`src/rtl/bus_mux_arbiter_rr4_pkg.sv`:
```
// Shared definitions for the round-robin bus-mux arbiter: state encoding,
// requester count and a one-hot to index helper.
package bus_arb_pkg;

    localparam int N_REQ = 4;

    localparam logic [1:0] IDLE = 2'd0;
    localparam logic [1:0] OWN  = 2'd1;
    localparam logic [1:0] TURN = 2'd2;

    function automatic logic [1:0] onehot2idx(input logic [N_REQ-1:0] oh);
        logic [1:0] idx;
        idx = '0;
        for (int i = 0; i < N_REQ; i++) begin
            if (oh[i]) idx = 2'(i);
        end
        return idx;
    endfunction

endpackage

```
`src/rtl/bus_mux_arbiter_rr4_if.sv`:
```
// Requester/arbiter handshake plus the mux control lines.
// The master side is the requester group; the slave side is the arbiter.
interface bus_mux_arbiter_rr4_if;
    import bus_arb_pkg::*;

    logic [N_REQ-1:0] req;
    logic [N_REQ-1:0] grant;
    logic [1:0]       select;
    logic             enable;
    logic             busy;

    modport master (output req, input grant, input select, input enable, input busy);
    modport slave  (input req, output grant, output select, output enable, output busy);

endinterface

```
`src/rtl/bus_mux_arbiter_rr4_rr_pick4.sv`:
```
// Combinational round-robin picker: first masked request after 'last',
// wrapping, with 'last' itself considered last.
module rr_pick4
    import bus_arb_pkg::*;
(
    input  logic [N_REQ-1:0] req,
    input  logic [1:0]       last,
    input  logic [N_REQ-1:0] mask,
    output logic [1:0]       pick,
    output logic             found
);

    logic [N_REQ-1:0] cand;

    assign cand = req & mask;

    // NOTE: combinational blocks use blocking '=' and assign every output a
    // default first, so no path leaves a value held and no latch is inferred.
    always_comb begin
        pick  = '0;
        found = 1'b0;
        for (int k = 1; k <= N_REQ; k++) begin
            if (!found && cand[2'(last + 2'(k))]) begin
                pick  = 2'(last + 2'(k));
                found = 1'b1;
            end
        end
    end

endmodule

```
`src/rtl/bus_mux_arbiter_rr4.sv`:
```
// Round-robin arbiter driving the select/enable of a shared 4:1 tri-state bus
// mux, with a burst limit and an optional idle turnaround between owners.
module bus_mux_arbiter_rr4
    import bus_arb_pkg::*;
#(
    parameter int MAX_BURST  = 8,
    parameter bit TURNAROUND = 1'b1
) (
    input  logic                  clk,
    input  logic                  rst_n,
    bus_mux_arbiter_rr4_if.slave  bus
);

    localparam int             CW      = $clog2(MAX_BURST + 1);
    localparam logic [CW-1:0]  CNT_MAX = CW'(MAX_BURST);

    logic [1:0]       state_q, state_d;
    logic [CW-1:0]    cnt_q, cnt_d;
    logic [1:0]       last_q, last_d;
    logic [1:0]       sel_d;
    logic [N_REQ-1:0] grant_d;
    logic             enable_d;
    logic             busy_d;

    logic [N_REQ-1:0] mask;
    logic [1:0]       pick;
    logic             found;
    logic [1:0]       owner;
    logic             release_own;

    assign owner = onehot2idx(bus.grant);

    // A lone owner is never preempted: saturation only matters when someone else waits.
    assign release_own = (state_q == OWN) &&
                         (!bus.req[owner] ||
                          ((cnt_q == CNT_MAX) && |(bus.req & ~bus.grant)));

    // The releasing owner may not win the same edge it lets go on.
    assign mask = (state_q == OWN) ? ~bus.grant : '1;

    rr_pick4 u_pick (
        .req   (bus.req),
        .last  (last_q),
        .mask  (mask),
        .pick  (pick),
        .found (found)
    );

    always_comb begin
        state_d = state_q;
        cnt_d   = cnt_q;
        last_d  = last_q;
        sel_d   = bus.select;
        case (state_q)
            IDLE, TURN: begin
                if (found) begin
                    state_d = OWN;
                    cnt_d   = CW'(1);
                    last_d  = pick;
                    sel_d   = pick;
                end else begin
                    state_d = IDLE;
                end
            end
            OWN: begin
                if (release_own) begin
                    if (TURNAROUND) begin
                        state_d = TURN;
                        cnt_d   = '0;
                    end else if (found) begin
                        cnt_d  = CW'(1);
                        last_d = pick;
                        sel_d  = pick;
                    end else begin
                        state_d = IDLE;
                        cnt_d   = '0;
                    end
                end else if (cnt_q != CNT_MAX) begin
                    cnt_d = cnt_q + CW'(1);
                end
            end
            default: begin
                state_d = IDLE;
                cnt_d   = '0;
            end
        endcase
    end

    always_comb begin
        grant_d  = (state_d == OWN) ? (N_REQ'(1) << sel_d) : '0;
        enable_d = (state_d == OWN);
        busy_d   = (state_d != IDLE);
    end

    // NOTE: sequential state uses non-blocking '<=' so every register samples
    // pre-edge values; outputs are registered here so the mux never sees glitches.
    always_ff @(posedge clk or negedge rst_n) begin
        if (!rst_n) begin
            state_q    <= IDLE;
            cnt_q      <= '0;
            last_q     <= 2'd3;
            bus.grant  <= '0;
            bus.select <= '0;
            bus.enable <= 1'b0;
            bus.busy   <= 1'b0;
        end else begin
            state_q    <= state_d;
            cnt_q      <= cnt_d;
            last_q     <= last_d;
            bus.grant  <= grant_d;
            bus.select <= sel_d;
            bus.enable <= enable_d;
            bus.busy   <= busy_d;
        end
    end

endmodule
```
`src/flat_wrapper.sv`:
```
// flat-port wrapper written by rule: the top's interface ports become plain ports
module bus_mux_arbiter_rr4_flat import bus_arb_pkg::*;
#(
    parameter int MAX_BURST  = 8,
    parameter bit TURNAROUND = 1'b1
)
  (clk, rst_n, bus_req, bus_grant, bus_select, bus_enable, bus_busy);
  bus_mux_arbiter_rr4_if bus_i ();
  input  logic clk;
  input  logic rst_n;
  input wire logic [$bits(bus_i.req)-1:0] bus_req;
  output wire logic [$bits(bus_i.grant)-1:0] bus_grant;
  output wire logic [$bits(bus_i.select)-1:0] bus_select;
  output wire logic [$bits(bus_i.enable)-1:0] bus_enable;
  output wire logic [$bits(bus_i.busy)-1:0] bus_busy;
  assign bus_i.req = bus_req;
  assign bus_grant = bus_i.grant;
  assign bus_select = bus_i.select;
  assign bus_enable = bus_i.enable;
  assign bus_busy = bus_i.busy;
  bus_mux_arbiter_rr4 #(.MAX_BURST(MAX_BURST), .TURNAROUND(TURNAROUND)) u_core (.clk(clk), .rst_n(rst_n), .bus(bus_i));
endmodule
```
`config.mk`:
```
export PLATFORM = sky130hd
export DESIGN_NAME = bus_mux_arbiter_rr4_flat
export DESIGN_NICKNAME = d
export VERILOG_FILES = /design/src/rtl/bus_mux_arbiter_rr4_pkg.sv /design/src/rtl/bus_mux_arbiter_rr4_if.sv /design/src/rtl/bus_mux_arbiter_rr4_rr_pick4.sv /design/src/rtl/bus_mux_arbiter_rr4.sv /design/src/flat_wrapper.sv
export SDC_FILE = /design/constraint.sdc
export NUM_CORES = 1
export LEC_CHECK = 0
export ABC_AREA = 1
export CAP_MARGIN = 20
export CORE_ASPECT_RATIO = 1.4
export CORE_MARGIN = 10
export CORE_UTILIZATION = 59
export CTS_CLUSTER_DIAMETER = 30
export DETAILED_ROUTE_END_ITERATION = 12
export MAX_ROUTING_LAYER = met4
export PLACE_DENSITY = 0.81
export SKIP_LAST_GASP = 1
export SLEW_MARGIN = 0
export SYNTH_ARGS = -nofsm -noshare
export SYNTH_HDL_FRONTEND = slang
export SYNTH_SLANG_ARGS = --single-unit
export TNS_END_PERCENT = 20
```
`constraint.sdc`:
```
create_clock -name clk -period 5.17 [get_ports clk]
set_input_delay 0.517 -clock clk [delete_from_list [all_inputs] [get_ports clk]]
set_output_delay 0.517 -clock clk [all_outputs]
set_load 0.02 [all_outputs]
```
==> After elaboration in Yosys (flattened, before gate mapping) <==
Index checks and enable logic that the tools add are counted.
W data, S select, Z words.
{ "word_totals": {"register_bits": 16, "latch_bits": 0, "ramBits": 0, "rom_bits": 0, "in_bits": 6, "out_inout_bits": 8, "wordCells": 75, "mem_count": 0} }
{ "op_classes": {"add_sub_neg": 4, "multipliers": 0, "div_mod_pow": 0, "n_lt_le_gt_ge": 5, "eq_ne": 7, "n_shift": 1, "n_mux": 32, "bitwise_logic": 3, "reduce_logical": 16} }
{ "ops": {"columns": ["op", "n"], "rows": [
  ["$mux W4", 5],
  ["$mux W2", 9],
  ["$lt A2 B3 Y1 const B", 5],
  ["$mux W1", 11],
  ["$bmux W1 S2", 5],
  ["$and A4 B4 Y4", 2],
  ["$pmux W4 S2", 1],
  ["$logic_and A1 B1 Y1", 5],
  ["$add A2 B2 Y2 const B", 2],
  ["$add A4 B1 Y4 const B", 1],
  ["$eq A2 B1 Y1 const B", 2],
  ["$eq A4 B4 Y1 const B", 1],
  ["$logic_not A1 Y1", 4],
  ["$ne A4 B4 Y1 const B", 1],
  ["$not A4 Y4", 1],
  ["$pmux W2 S2", 1],
  ["$reduce_and A2 Y1", 2],
  ["$reduce_or A4 Y1", 1],
  ["$shl A1 B2 Y4 const A", 1],
  ["$ne A3 B2 Y1 const B", 1],
  ["$add A2 B1 Y2 const B", 1],
  ["$eq A2 B2 Y1 const B", 1],
  ["$logic_not A2 Y1", 1],
  ["$ne A2 B1 Y1 const B", 1],
  ["other kinds (3)", 3]
]} }

==> Logic depth before layout (Yosys ltp) <==
{ "logic_depth": {"depth_word": 19, "mapped_depth": 13} }

==> Modules after synthesis <==
Synthesis repeated with hierarchy kept, for this count alone.
{ "unflattened": {"hier_cells": 153, "area_unflattened_um2": 1122.3} }
{ "modules_own_cells": {"columns": ["mod", "n_inst", "cells_per_inst", "area_each_um2"], "rows": [
  ["bus_mux_arbiter_rr4", 1, 98, 817.0],
  ["rr_pick4", 1, 55, 305.3]
]} }

==> Worst setup path after synthesis <==
OpenSTA, ideal clock, no wires.
{ "synth_timing": {"path_type": "reg2reg", "from": "register u_core.last_q[0]", "to": "register u_core.bus.grant[3]", "setup_time_ps": 116, "arrival_ps": 1503, "t_required_ps": 5054, "path_slack_ps": 3551, "stages_incl_launch_ff": 13, "path_buffers": 1, "period_less_slack_ps": 1619, "cell_sequence": "dfstp_2 -> buf_6 -> clkinv_4 -> nand3_2 -> nand2_4 -> nor2_8 -> nand3_4 -> nand2_8 -> nor2_2 -> nand2_2 -> nand2_2 -> nand2_2 -> nor2_2"} }
{ "synth_between": {"elab_chain_len": 17, "word_cells_on_any_way": 32, "classes_between": "3 x add/sub; 1 x eq/ne; 1 x shift; 21 x mux; 6 x reduce/logical"} }
{ "synth_lines": {"columns": ["element", "line_no", "rtl"], "rows": [
  ["from (decl)", "bus_mux_arbiter_rr4.sv:19", "logic [1:0] last_q, last_d;"],
  ["from (signal assigned)", "bus_mux_arbiter_rr4.sv:109", "last_q <= last_d;"],
  ["$add A2 B1 Y2", "bus_mux_arbiter_rr4_rr_pick4.sv:23, bus_mux_arbiter_rr4_rr_pick4.sv:24", null],
  ["$bmux W1 S2", "bus_mux_arbiter_rr4_rr_pick4.sv:23", "if (!found && cand[2'(last + 2'(k))]) begin"],
  ["$mux W1 (not written as such)", "bus_mux_arbiter_rr4_rr_pick4.sv:23", null],
  ["$mux W1", "bus_mux_arbiter_rr4_rr_pick4.sv:23", null],
  ["$logic_not A1 Y1", "bus_mux_arbiter_rr4_rr_pick4.sv:23", null],
  ["$logic_and A1 B1 Y1", "bus_mux_arbiter_rr4_rr_pick4.sv:23", null],
  ["$mux W1", "bus_mux_arbiter_rr4_rr_pick4.sv:23", null],
  ["$logic_not A1 Y1", "bus_mux_arbiter_rr4_rr_pick4.sv:23", null],
  ["[... 3 more ...]", null, null],
  ["$logic_and A1 B1 Y1", "bus_mux_arbiter_rr4_rr_pick4.sv:23", null],
  ["$mux W2 / $mux W1 (equally long branches)", "bus_mux_arbiter_rr4_rr_pick4.sv:23", null],
  ["$mux W2 (*)", "bus_mux_arbiter_rr4.sv:56", "if (found) begin"],
  ["$mux W2 (*)", null, null],
  ["via u_core.sel_d[0]", "bus_mux_arbiter_rr4.sv:20", "logic [1:0] sel_d;"],
  ["$shl A1 B2 Y4 (*)", "bus_mux_arbiter_rr4.sv:90", "grant_d = (state_d == OWN) ? (N_REQ'(1) << sel_d) : '0;"],
  ["$mux W4 (*)", "bus_mux_arbiter_rr4.sv:90", null],
  ["via u_core.grant_d[3]", "bus_mux_arbiter_rr4.sv:21", "logic [N_REQ-1:0] grant_d;"],
  ["to (signal assigned)", "bus_mux_arbiter_rr4.sv:110", "bus.grant <= grant_d;"],
  ["to (decl)", "bus_mux_arbiter_rr4_if.sv:13", "modport slave (input req, output grant, output select, output enable, output busy);"]
]} }
Mark *: on every way through the listed nets, which the timed path passes. The rest lies on a longest branch. The select of a mux whose other input is x is not followed.
A chain may end at the register's enable or synchronous reset.

==> Worst setup path in the final report <==
{ "layout_timing": {"from": "input port bus_req[1]", "to": "register u_core.bus.grant[2]"} }
{ "layout_between": {"elab_chain_len": 17, "word_cells_on_any_way": 39, "classes_between": "1 x eq/ne; 1 x shift; 24 x mux; 2 x bitwise; 11 x reduce/logical"} }
{ "layout_lines": {"columns": ["element", "line_no", "rtl"], "rows": [
  ["from (decl)", "flat_wrapper.sv:11", "input wire logic [$bits(bus_i.req)-1:0] bus_req;"],
  ["$and A4 B4 Y4", "bus_mux_arbiter_rr4_rr_pick4.sv:15", "assign cand = req & mask;"],
  ["$bmux W1 S2", "bus_mux_arbiter_rr4_rr_pick4.sv:23", null],
  ["$mux W1 (not written as such)", "bus_mux_arbiter_rr4_rr_pick4.sv:23", null],
  ["$mux W1", "bus_mux_arbiter_rr4_rr_pick4.sv:23", null],
  ["$logic_not A1 Y1", "bus_mux_arbiter_rr4_rr_pick4.sv:23", null],
  ["$logic_and A1 B1 Y1", "bus_mux_arbiter_rr4_rr_pick4.sv:23", null],
  ["$mux W1", "bus_mux_arbiter_rr4_rr_pick4.sv:23", null],
  ["$logic_not A1 Y1", "bus_mux_arbiter_rr4_rr_pick4.sv:23", null],
  ["[... 3 more ...]", null, null],
  ["$logic_and A1 B1 Y1", "bus_mux_arbiter_rr4_rr_pick4.sv:23", null],
  ["$mux W1", "bus_mux_arbiter_rr4_rr_pick4.sv:23", null],
  ["$mux W1", "bus_mux_arbiter_rr4.sv:56", null],
  ["$pmux W2 S2 (*)", "bus_mux_arbiter_rr4.sv:54", "case (state_q)"],
  ["via u_core.state_d[0]", "bus_mux_arbiter_rr4.sv:17", "logic [1:0] state_q, state_d;"],
  ["$eq A2 B1 Y1 (*)", "bus_mux_arbiter_rr4.sv:90", null],
  ["$mux W4 (*)", "bus_mux_arbiter_rr4.sv:90", null],
  ["via u_core.grant_d[2]", "bus_mux_arbiter_rr4.sv:21", null]
]} }
Marks and branches as above.

==> flow_summary_export.csv <==
group,metric,value,unit
timing,setup_viol,0,
worst_setup_path,endpoint_kind,"register",
clock_network,clk_transition_reported_paths,0.09,ns
clock_network,post_cts_buffers,0,
grt,grt_max_degree,17,
yosys,synth_largest_area_cell,"dfrtp_1",
yosys,netlist_instances,137,
min_path,hp-class,"reg -> reg",
timing,tns,0,ns
timing,finalClockSkew,0.00395,ns
clock_network,post_cts_resized,0,
timing,worst_slew_pin_slew,0.706,ns
worst_setup_path,r2r_end,"u_core.bus.grant[1]$_DFF_PN0_",
detailed_routing,routed_wl,2.48,mm
floorplanning,coreArea,1930,sq um
yosys,yosysSeqAreaShare,0.341,
layout,area_growth,14.0,%
floorplanning,die_y,73.0,um
grt,grt_pass1_wl,4.60,mm
yosys,synth_area_leaders,"dfrtp_1 (30%), nand3_2 (9.3%), nand2_1 (7.6%)",
detailed_routing,vias_per_cell,5.63,
floorplanning,die_w,57.8,um
layout,final_util,0.700,
floorplanning,start_util,0.614,
min_path,hold_path_depth,2,
timing,hold_viol_final,0,
floorplanning,ios,14,
clock_network,h-tree-depth,1,
min_path,whs_endpoint,"u_core.cnt_q[1]$_DFFE_PN0P_",
timing,post-route-period-util,0.380,
min_path,hp-start,"u_core.cnt_q[1]$_DFFE_PN0P_",
yosys,ys_ff_latch,16,
clock_network,hold_buffers,0,
power_and_ir_drop,finalPower,0.000936,W
floorplanning,die_area,4220,sq um
yosys,synth_area,1180,sq um
floorplanning,rows,19,
grt,grt_overflow,0,
worst_setup_path,cp_data_required_time,5.38,ns
detailed_routing,drtIter0Drc,36,
run_status,status,"complete, no violations",
worst_setup_path,cp_max_fo,4,
yosys,ys_types,30,
timing,grt_setup_unrepaired,"no",
detailed_routing,wire_per_inst,14.4,um
place,gp_congestion,0.973,
timing,finalMaxSlewViolations,0,
clock_network,cts_tree,"yes",
detailed_routing,vias,969,
job,drv_cap,0,
worst_setup_path,r2r.worst_path.cells,10,
clock_network,cts_root_buf,"clkbuf_4",
place,dp_cells,168,
layout,final_cell_count_no_fill,172,
clock_network,numCtsBuffers,3,
grt,grtUsageTotal,0.139,
timing,setup_slack,3.20,ns
clock_network,clock-sinks,16,
clock_network,clock_latency,0.29,ns
timing,timing.fmax,509,MHz
power_and_ir_drop,powerDensity,695,nW/um^2
timing,final.min_clock_period,1.97,ns
place,place_ws,2.91,ns
yosys,yosys_warnings,0,
grt,antenna_found_initial,0,
layout,fin_nets,160,
detailed_routing,first_pass_iters,4,
worst_setup_path,worst-r2r-setup-slack,3.29,ns
place,dp_hpwl,2.07,mm
clock_network,cts_buffer_depth,2,
layout,n_antenna_cell,0,
detailed_routing,antenna_left,0,
power_and_ir_drop,vdd_ir_drop_max,0.476,mV
grt,grt_pass1_vias,1073,
timing,relSlewSlack,0.528,
yosys,synth_top_area_share,0.296,
layout,drive_above_1_share,0.272,
place,port_buffers,13,
power_and_ir_drop,power_leakage,0.626,nW
yosys,syn_avg_cell_area,8.63,sq um
worst_setup_path,reg2reg_from,"u_core.last_q[0]$_DFFE_PN1P_",
worst_setup_path,path_class,"in -> reg",
yosys,syn-num-nets,145,
detailed_routing,route.detailed.drc,0,
worst_setup_path,cp.arrival,2.18,ns
worst_setup_path,cp-start-kind,"input pin",
-- area by class of cell --
cell class | count | area [sq um]
flip-flops and latches | 16 | 403
clock buffers | 4 | 36.3
multi-input cells | 102 | 684
repair buffers | 13 | 130
inverters | 16 | 67.6
well taps | 21 | 26.3
fillers | 147 | 578
-- critical path: stages --
cell and delay (ns):
clkdlybuf4s50_1 0.53, inv_1 0.07, nand2_1 0.05, o21ai_0 0.09, o21ai_1 0.14, o21a_1 0.16, nand2_1 0.12, o21ai_2 0.24
nand3_2 0.11, nor2_1 0.15
-- per-layer routing --
| layer | vias to the layer above | GRT usage | wire (um) |
|---|---|---|---|
| li1 | 482 | - | - |
| met4 | 0 | 0.105 | 99 |
| met5 | - | - | 0 |
| met1 | 451 | 0.132 | 930 |
| met2 | 27 | 0.238 | 1350 |
| met3 | 9 | 0.0279 | 105 |
-- power by group --
group | switching (W) | leakage, nW | internal, W | total [W]
Combinational | 0.000376 | 0.406 | 0.000221 | 0.000597
Sequential | 0.0000723 | 0.198 | 0.000185 | 0.000257
Clock | 0.0000387 | 0.0210 | 0.0000429 | 0.0000816
-- worst max-delay path by stage --
stage | start | to | slack, ns | depth (start not counted)
detailed placement | bus_req[1] | u_core.bus.grant[2]$_DFF_PN0_ | 2.91 | 10
global route | bus_req[1] | u_core.bus.grant[2]$_DFF_PN0_ | 3.06 | 10
CTS | bus_req[1] | u_core.bus.grant[2]$_DFF_PN0_ | 3.21 | 10
floorplan | u_core.last_q[0]$_DFFE_PN1P_ | u_core.bus.grant[3]$_DFF_PN0_ | 3.55 | 12
finish | bus_req[1] | u_core.bus.grant[2]$_DFF_PN0_ | 3.20 | 10
global placement | bus_req[1] | u_core.bus.grant[2]$_DFF_PN0_ | 2.95 | 10
-- stage by stage --
stage	area, sq um	hold WS, ns
after floorplan	1180	0.221
after global placement	1310	0.528
after detailed placement	1310	0.540
after CTS	1350	0.556
after global routing	1350	0.592
final	1350	0.555
-- flip-flops by register name (all words and copies together), names as in the netlist --
| register | flops |
|---|---|
| u_core.bus.grant | 4 |
| u_core.cnt_q | 4 |
| u_core.bus.select | 2 |
| u_core.last_q | 2 |
| u_core.state_q | 2 |
| u_core.bus.busy | 1 |
| u_core.bus.enable | 1 |
-- placed cells by master (no fill, tap or decap), drive strengths merged --
master / synthesis / routed
clkdlybuf4s50: 0 / 13
ha: 2 / 2
xnor2: 1 / 1
o22ai: 1 / 1
nand3: 28 / 28
dfrtp: 14 / 14
nand4: 3 / 3
inv: 15 / 15
o21ai: 13 / 13
clkinv: 1 / 1
a21oi: 3 / 3
nand2: 35 / 35
dfstp: 2 / 2
clkbuf: 0 / 4
o21a: 1 / 1
xor2: 3 / 3
a21boi: 1 / 1
nor2: 11 / 11
-- cells in the mapped netlist, drive strengths merged --
| cell | count |
|---|---|
| o21ai | 13 |
| nand2 | 35 |
| buf | 3 |
| xor2 | 3 |
| o21a | 1 |
| a21boi | 1 |
| inv | 15 |
| nand4 | 3 |
| nor2 | 11 |
| clkinv | 1 |
| a21oi | 3 |
| xnor2 | 1 |
| ha | 2 |
| o22ai | 1 |
| dfrtp | 14 |
| nand3 | 28 |
| dfstp | 2 |
-- cell families after synthesis --
group                      after synthesis  synth area share
DFF                                     16             0.341
adders and majority gates                2            0.0212
buffers and inverters                   19            0.0804
AOI/OAI and AO/OA                       19             0.108
xor gates and xnor gates                 4            0.0296
and+or+nand+nor                         77             0.420
Note: power is estimated with default switching activity, not from simulation.
